`src/rtl/instr_fetch_pkg.sv`:
```
// instr_fetch_pkg: shared processor types and constants (fetch FSM states, default reset PC, instruction width)
package instr_fetch_pkg;
  typedef enum logic [1:0] {IDLE, REQ, WAIT, FULL} fetch_state_t;
  localparam int INSTR_W = 16;
  localparam int RESET_PC_DEF = 0;
endpackage

```
`src/rtl/instr_fetch_fetch_buf.sv`:
```
// fetch_buf: one-entry valid/data register; ports clk, rst, load (wins over flush), flush, din -> valid, data
module fetch_buf
  import instr_fetch_pkg::*;
(
  input  logic               clk,
  input  logic               rst,
  input  logic               load,
  input  logic               flush,
  input  logic [INSTR_W-1:0] din,
  output logic               valid,
  output logic [INSTR_W-1:0] data
);
  always_ff @(posedge clk)
    if (rst) begin
      valid <= 1'b0;
      data  <= '0;
    end else if (load) begin
      valid <= 1'b1;
      data  <= din;
    end else if (flush) valid <= 1'b0;
endmodule

```
`src/rtl/instr_fetch.sv`:
```
// instr_fetch: instruction fetch unit (imem_req/addr/ack/rdata -> IR/ir_valid/pc, ir_take, br_en/br_addr redirect); INSTR_FETCH_PREFETCH_EN adds a one-entry prefetch buffer
module instr_fetch
  import instr_fetch_pkg::*;
#(
  parameter int PC_W     = 8,
  parameter int RESET_PC = RESET_PC_DEF
) (
  input  logic               clk,
  input  logic               rst,
  output logic               imem_req,
  output logic [PC_W-1:0]    imem_addr,
  input  logic               imem_ack,
  input  logic [INSTR_W-1:0] imem_rdata,
  output logic [INSTR_W-1:0] IR,
  output logic               ir_valid,
  input  logic               ir_take,
  input  logic               br_en,
  input  logic [PC_W-1:0]    br_addr,
  output logic [PC_W-1:0]    pc
);
  localparam logic [PC_W-1:0] RST_PC = PC_W'(RESET_PC);
  fetch_state_t state;
  logic [PC_W-1:0] fetch_pc, ir_pc;
  logic discard, take, ack_ok, room, ir_load;
  logic [INSTR_W-1:0] ir_din;
  assign take   = ir_take & ir_valid & ~br_en;
  assign ack_ok = (state == WAIT) & imem_ack & ~discard & ~br_en;
`ifdef INSTR_FETCH_PREFETCH_EN
  logic pb_valid, pb_load;
  logic [INSTR_W-1:0] pb_data;
  logic [PC_W-1:0] pb_pc;
  assign room    = ~pb_valid | take;
  assign ir_load = take ? (pb_valid | ack_ok) : (ack_ok & ~ir_valid);
  assign ir_din  = (take & pb_valid) ? pb_data : imem_rdata;
  assign ir_pc   = (take & pb_valid) ? pb_pc : imem_addr;
  assign pb_load = ack_ok & ir_valid & (~take | pb_valid);
  fetch_buf u_pb (
    .clk(clk), .rst(rst), .load(pb_load), .flush(br_en | take),
    .din(imem_rdata), .valid(pb_valid), .data(pb_data)
  );
  always_ff @(posedge clk)
    if (rst) pb_pc <= RST_PC;
    else if (pb_load) pb_pc <= imem_addr;
`else
  assign room    = ~ir_valid | take;
  assign ir_load = ack_ok;
  assign ir_din  = imem_rdata;
  assign ir_pc   = imem_addr;
`endif
  fetch_buf u_ir (
    .clk(clk), .rst(rst), .load(ir_load), .flush(br_en | take),
    .din(ir_din), .valid(ir_valid), .data(IR)
  );
  // A redirect while a request is outstanding waits out the stale ack before refetching.
  always_ff @(posedge clk)
    if (rst) begin
      state     <= IDLE;
      fetch_pc  <= RST_PC;
      pc        <= RST_PC;
      imem_req  <= 1'b0;
      imem_addr <= RST_PC;
      discard   <= 1'b0;
    end else begin
      if (ir_load) pc <= ir_pc;
      if (br_en) begin
        fetch_pc <= br_addr;
        if (state == REQ || (state == WAIT && !imem_ack)) begin
          state    <= WAIT;
          imem_req <= 1'b0;
          discard  <= 1'b1;
        end else begin
          state     <= REQ;
          imem_req  <= 1'b1;
          imem_addr <= br_addr;
          discard   <= 1'b0;
        end
      end else
        case (state)
          IDLE, FULL:
            if (room) begin
              state     <= REQ;
              imem_req  <= 1'b1;
              imem_addr <= fetch_pc;
            end
          REQ: begin
            state    <= WAIT;
            imem_req <= 1'b0;
          end
          WAIT:
            if (imem_ack) begin
              state     <= discard ? REQ : FULL;
              imem_req  <= discard;
              imem_addr <= fetch_pc;
              discard   <= 1'b0;
              if (!discard) fetch_pc <= fetch_pc + 1'b1;
            end
          default: state <= IDLE;
        endcase
    end
endmodule
```
`config.mk`:
```
export PLATFORM = sky130hd
export DESIGN_NAME = instr_fetch
export DESIGN_NICKNAME = d
export VERILOG_FILES = /design/src/rtl/instr_fetch_pkg.sv /design/src/rtl/instr_fetch_fetch_buf.sv /design/src/rtl/instr_fetch.sv
export SDC_FILE = /design/constraint.sdc
export NUM_CORES = 1
export LEC_CHECK = 0
export CAP_MARGIN = 10
export CORE_MARGIN = 1.5
export CORE_UTILIZATION = 25
export DETAILED_ROUTE_END_ITERATION = 10
export GPL_TIMING_DRIVEN = 0
export SLEW_MARGIN = 0
export SYNTH_ARGS = -nofsm -noshare
export SYNTH_HDL_FRONTEND = slang
export SYNTH_SLANG_ARGS = --single-unit
```
`constraint.sdc`:
```
create_clock -name clk -period 2 [get_ports clk]
set_clock_uncertainty 0.2 [all_clocks]
set_input_delay 0.2 -clock clk [delete_from_list [all_inputs] [get_ports clk]]
set_output_delay 0.2 -clock clk [all_outputs]
set_load 0.05 [all_outputs]
```
* After elaboration in Yosys (flattened, before gate mapping)
Cells that the tools add are included.
Storage, ports and cells: output and inout bits 34, word-level logic and storage cells 65, flip-flop bits (word level) 45, bits of input ports 29
Cells by class: $add $sub $neg 1, eq/ne operators 7, bitwise gates (word level) 10, mux-type cells 26, reduce and logical (&&, ||, !) cells 13
Operator list (number):
- $mux 8 | 8
- $pmux 8 s2 | 1
- $mux 1 | 10
- $mux 2 | 5
- $add 8x1->8 const B | 1
- $ne 3x3->1 const B | 2
- $pmux 2 s3 | 1
- $reduce_bool 2->1 | 3
- $and 1x1->1 | 5
- $eq 2x2->1 const B | 2
- $ne 2x2->1 const B | 2
- $reduce_and 2->1 | 2
- $reduce_and 4->1 | 1
- $not 1->1 | 3
- $pmux 1 s3 | 1
- $reduce_and 3->1 | 1
- $reduce_bool 3->1 | 1
- $eq 2x1->1 const B | 1
- $logic_not 2->1 | 1
- $or 1x1->1 | 2
- $reduce_or 2->1 | 1
- $logic_and 1x1->1 | 1
- $logic_not 1->1 | 1
- $logic_or 1x1->1 | 1

* Longest topological paths before layout
depth after elaboration 6, mapped depth 8, gate-level depth less buffers 5

* Modules after synthesis
From an unflattened synthesis, not the netlist that was laid out.
Second synthesis, totals: cell total of the unflattened synthesis 212, area total of the unflattened synthesis 2083.2 µm²
Modules (own cells, without submodules):
- instr_fetch | times used 1, area an instance 1466.4 µm², seq. area each 560.5 µm², cells each 156
- fetch_buf | times used 1, area an instance 616.8 µm², seq. area each 340.3 µm², cells each 56

* Worst setup path before layout
No wires, ideal clock.
path kind register to register, from reg state[0], to reg imem_addr[0], buffers on the path 1, setup time 0.121 ns, stages on the path, launching flop included 7, required time 1.679 ns, slack -0.008 ns, period minus slack after synthesis 2.008 ns, arrival 1.688 ns, cells stage by stage dfxtp_1 inv_1 ha_1 nor4bb_1 a2111o_1 buf_2 mux2_2
On the way: word-level cells in the longest chain between the ends 5, elaborated cells on any way between the ends 14, classes of those cells 6 x eq/ne; 2 x mux; 6 x reduce/logical
RTL lines:
- start: declaration | line instr_fetch.sv:22 | fetch_state_t state;
- start signal: assignment | line instr_fetch.sv:91 | state <= discard ? REQ : FULL;
- $eq 2x2->1 | line instr_fetch.sv:67, instr_fetch.sv:78
- $logic_and 1x1->1 | line instr_fetch.sv:67 | if (state == REQ || (state == WAIT && !imem_ack)) begin
- $logic_or 1x1->1 | line instr_fetch.sv:67
- $ne 2x2->1 (no line)
- $reduce_and 4->1 (no line)
- end signal: assignment | line instr_fetch.sv:74 | imem_addr <= br_addr;
- end signal: assignment | line instr_fetch.sv:83 | imem_addr <= fetch_pc;
- end signal: assignment | line instr_fetch.sv:93 | imem_addr <= fetch_pc;
- end: declaration | line instr_fetch.sv:11 | output logic [PC_W-1:0] imem_addr,
Parallel ways exist; a longest one is shown, timed or not. A chain may end at the register's enable or synchronous reset.

* Final worst setup path
from reg state[0], to reg imem_addr[4]
Same word-level chain as after synthesis.

==> run_results.csv <==
group,metric,value,unit
global_route,grt_pass1_wl,9270,um
route,num_vias,1943,
place,finalWeightedCongestion,0.800,
die,io_pins,63,
worst_setup_path,critPathArrivalTime,1920,ps
clock_network,cts-root-buf,"clkbuf_8",
finish,num_antenna_cells,0,
sta,period_share,96.9,%
global_route,gr-usage-met2,23.1,%
route,avgViaCountPerCell,4.70,
clock_network,cts_buffer_depth,2,
die,die_y,93.2,um
place,port_buffers,61,
worst_setup_path,crit_fanout,8,
finish,ff_latch_area,902,um2
clock_network,cts_tree,"yes",
synthesis,synthFlopType,"dfxtp_1",
worst_setup_path,endpoint_kind,"flop",
route,ant_nets,0,
worst_setup_path,path_cells,"buf_4, ha_1, a2111o_1, buf_6, mux2_4",
worst_hold_path,hold_path_class,"in2reg",
sta,hold_viol_final,0,
global_route,first_global_vias,1915,
synthesis,postSynthCellCount,241,
pwr,power,2.10,mW
route,dr.pass1.iters,4,
run,maxCapViolations,0,
route,routed_wl,5580,um
worst_setup_path,r2r-end,"imem_addr[4]",
synthesis,synth_seq_cells,45,
finish,multi_input_area,1090,um2
finish,syn_to_final_growth,45.8,%
sta,hold_slack,208,ps
worst_setup_path,max_stage_delay,450,ps
clock_network,htree_levels,2,
worst_setup_path,r2r_slack,60,ps
route,drcViolationCount,0,
finish,drive_above_1_share,11.9,%
synthesis,synthesis.area,2030,um2
pwr,leakage,1.07,nW
worst_setup_path,cp.required,1980,ps
global_route,grt_max_degree,15,
clock_network,clk_latency,300,ps
die,die_w,93.2,um
global_route,antenna_found_initial,0,
worst_setup_path,reg2regPathDepth,5,
synthesis,ys_warn_count,0,
die,row_count,32,
worst_setup_path,reg2reg_from,"state[0]",
worst_hold_path,whs_endpoint,"imem_addr[7]",
synthesis,ys_seq_area_share,44.3,%
place,dp_hpwl,4070,um
synthesis,avgSynthCellArea,8.44,um2
route,wl_per_cell,13.5,um
worst_hold_path,hp-start,"rst",
worst_setup_path,crit_slowest_cell,"a2111o_1",
finish,n_fill_cell,827,
worst_hold_path,whs_path_depth,3,
pwr,max-vdd-ir-drop,0.331,mV
sta,rsz0062_at_grt,"no",
global_route,grt_usage,13.2,%
worst_setup_path,critical_path_class,"reg2reg",
sta,worst_slew_pin_slew,562,ps
die,dieArea,8680,um2
worst_setup_path,startpoint,"state[0]",
sta,setup_viol,0,
sta,min_period,1940,ps
global_route,grt_overflow,0,
finish,nets,342,
clock_network,cts_hold_buf,0,
synthesis,syn-num-nets,273,
sta,slew-limit-headroom,62.5,%
pwr,p_per_area,709,nW/um2
run_status,outcome,"complete, no violations",
route,dr.first_iter.drc_count,86,
synthesis,synth-edff-count,0,
synthesis,ys_types,41,
worst_setup_path,cp-start-kind,"flop",
clock_network,path_clk_slew,100,ps
global_route,grt_busiest_layer,"met2",
sta,fmax,516,MHz
place,dp.cells,404,
synthesis,ys_async_sr_fraction,0,%
global_route,grt_use_met3,3.09,%
die,initial_utilization,26.0,%
clock_network,cts-buffers-inserted,5,
die,core-area,7810,um2
global_route,grtUsageMet1,16.9,%
sta,report.final.slew_viol_count,0,
clock_network,clock_sinks,45,
finish,final_cell_count_no_fill,413,
## registers in the layout, indices dropped and copies added (netlist names)
signal      cells
fetch_pc        8
imem_req        1
pc              8
discard         1
state           2
imem_addr       8
u_ir.valid      1
u_ir.data      16
## cell type report
cell class | count | share of cell area, %
clock inverters | 2 | 1.31
well taps | 102 | 4.31
repair buffers | 64 | 21.4
inverters | 6 | 0.760
clock buffers | 6 | 2.45
flip-flops and latches | 45 | 30.4
multi-input cells | 173 | 36.6
plain buffers | 15 | 2.66
## synth_stat cells (3+ instances only)
master	count	area (um2)
nand2_1	51	191
a311oi_1	4	35.0
ha_1	3	37.5
o21ai_0	6	30.0
nor2_1	14	52.6
mux2_2	9	101
nand3_1	3	15.0
nor2b_1	11	68.8
or3_1	4	25.0
inv_1	5	18.8
buf_2	5	25.0
a21oi_1	28	140
mux2i_1	8	80.1
clkbuf_1	10	37.5
dfxtp_1	45	901
nand3b_1	3	22.5
a211oi_1	3	22.5
## cells by family (layout without fill, tap and decap cells)
| logic type | after synthesis | in the layout | share of synthesized area [%] |
|---|---|---|---|
| fa+ha+maj | 3 | 3 | 1.85 |
| mux | 17 | 17 | 8.92 |
| compound gates | 52 | 52 | 15.9 |
| simple gates | 100 | 100 | 23.6 |
| buf+inv | 23 | 93 | 4.92 |
| flops | 45 | 45 | 44.3 |
| xor+xnor | 1 | 1 | 0.431 |
## worst max path at each step
stage / endpoint / depth (start not counted)
detailed placement: pc[0] / 6
global route: fetch_pc[5] / 4
CTS: pc[0] / 8
global placement: imem_addr[5] / 6
finish: imem_addr[4] / 5
floorplan: imem_addr[0] / 7
## through the flow
step,utilization (%),worst slack [ps],setup TNS (ps),instance area [um2]
after floorplan,-,28.7,0,2040
after global placement,35.6,-233,-7270,2780
after detailed placement,35.6,-275,-8070,2780
after CTS,37.5,1.77,0,2930
after global routing,38.0,5.51,0,2960
final,38.0,62.0,0,2960
## layout by cell type, fill, tap and decap left out, types with 2 or more instances in the layout
| cell | instances |
|---|---|
| a211oi_1 | 3 |
| a21oi_1 | 28 |
| a311oi_1 | 3 |
| and2_1 | 2 |
| buf_2 | 2 |
| buf_4 | 4 |
| clkbuf_1 | 6 |
| clkbuf_2 | 4 |
| clkbuf_8 | 5 |
| clkdlybuf4s50_1 | 60 |
| dfxtp_1 | 44 |
| ha_1 | 2 |
| inv_1 | 4 |
| mux2_2 | 8 |
| mux2i_1 | 8 |
| nand2_1 | 51 |
| nand3_1 | 3 |
| nand3b_1 | 3 |
| nor2_1 | 14 |
| nor2b_1 | 10 |
| nor3_1 | 2 |
| o21a_1 | 2 |
| o21ai_0 | 6 |
| or3_1 | 4 |
## metal layers
metal / wire length, um / part of all wire (%)
met1: 2500 / 45
met2: 2760 / 50
met3: 293 / 5.2
met4: 19 / 0.34
met5: 0 / 0
## critical path, delay by kind of cell, from the launching register on
family | cells | cell delay, ps
flip-flops | 1 | 340
adder cells (fa/ha/maj) | 1 | 250
AO/OA/AOI/OAI | 1 | 450
buffers and inverters | 2 | 280
multiplexers | 1 | 290
## power by group
group          leakage, nW  total, mW  switching, mW  internal [mW]
clock network       0.0554      0.698          0.322          0.376
logic                0.646      0.429          0.228          0.201
registers            0.367      0.975         0.0365          0.938
## timing repair
action,4_1_cts,5_1_grt
endpoints found under the setup margin,30,37
gates resized for setup,7,14
gates cloned,0,0
setup buffers,2,1
pin swaps,2,1
Power figures use the tool's default switching activity.
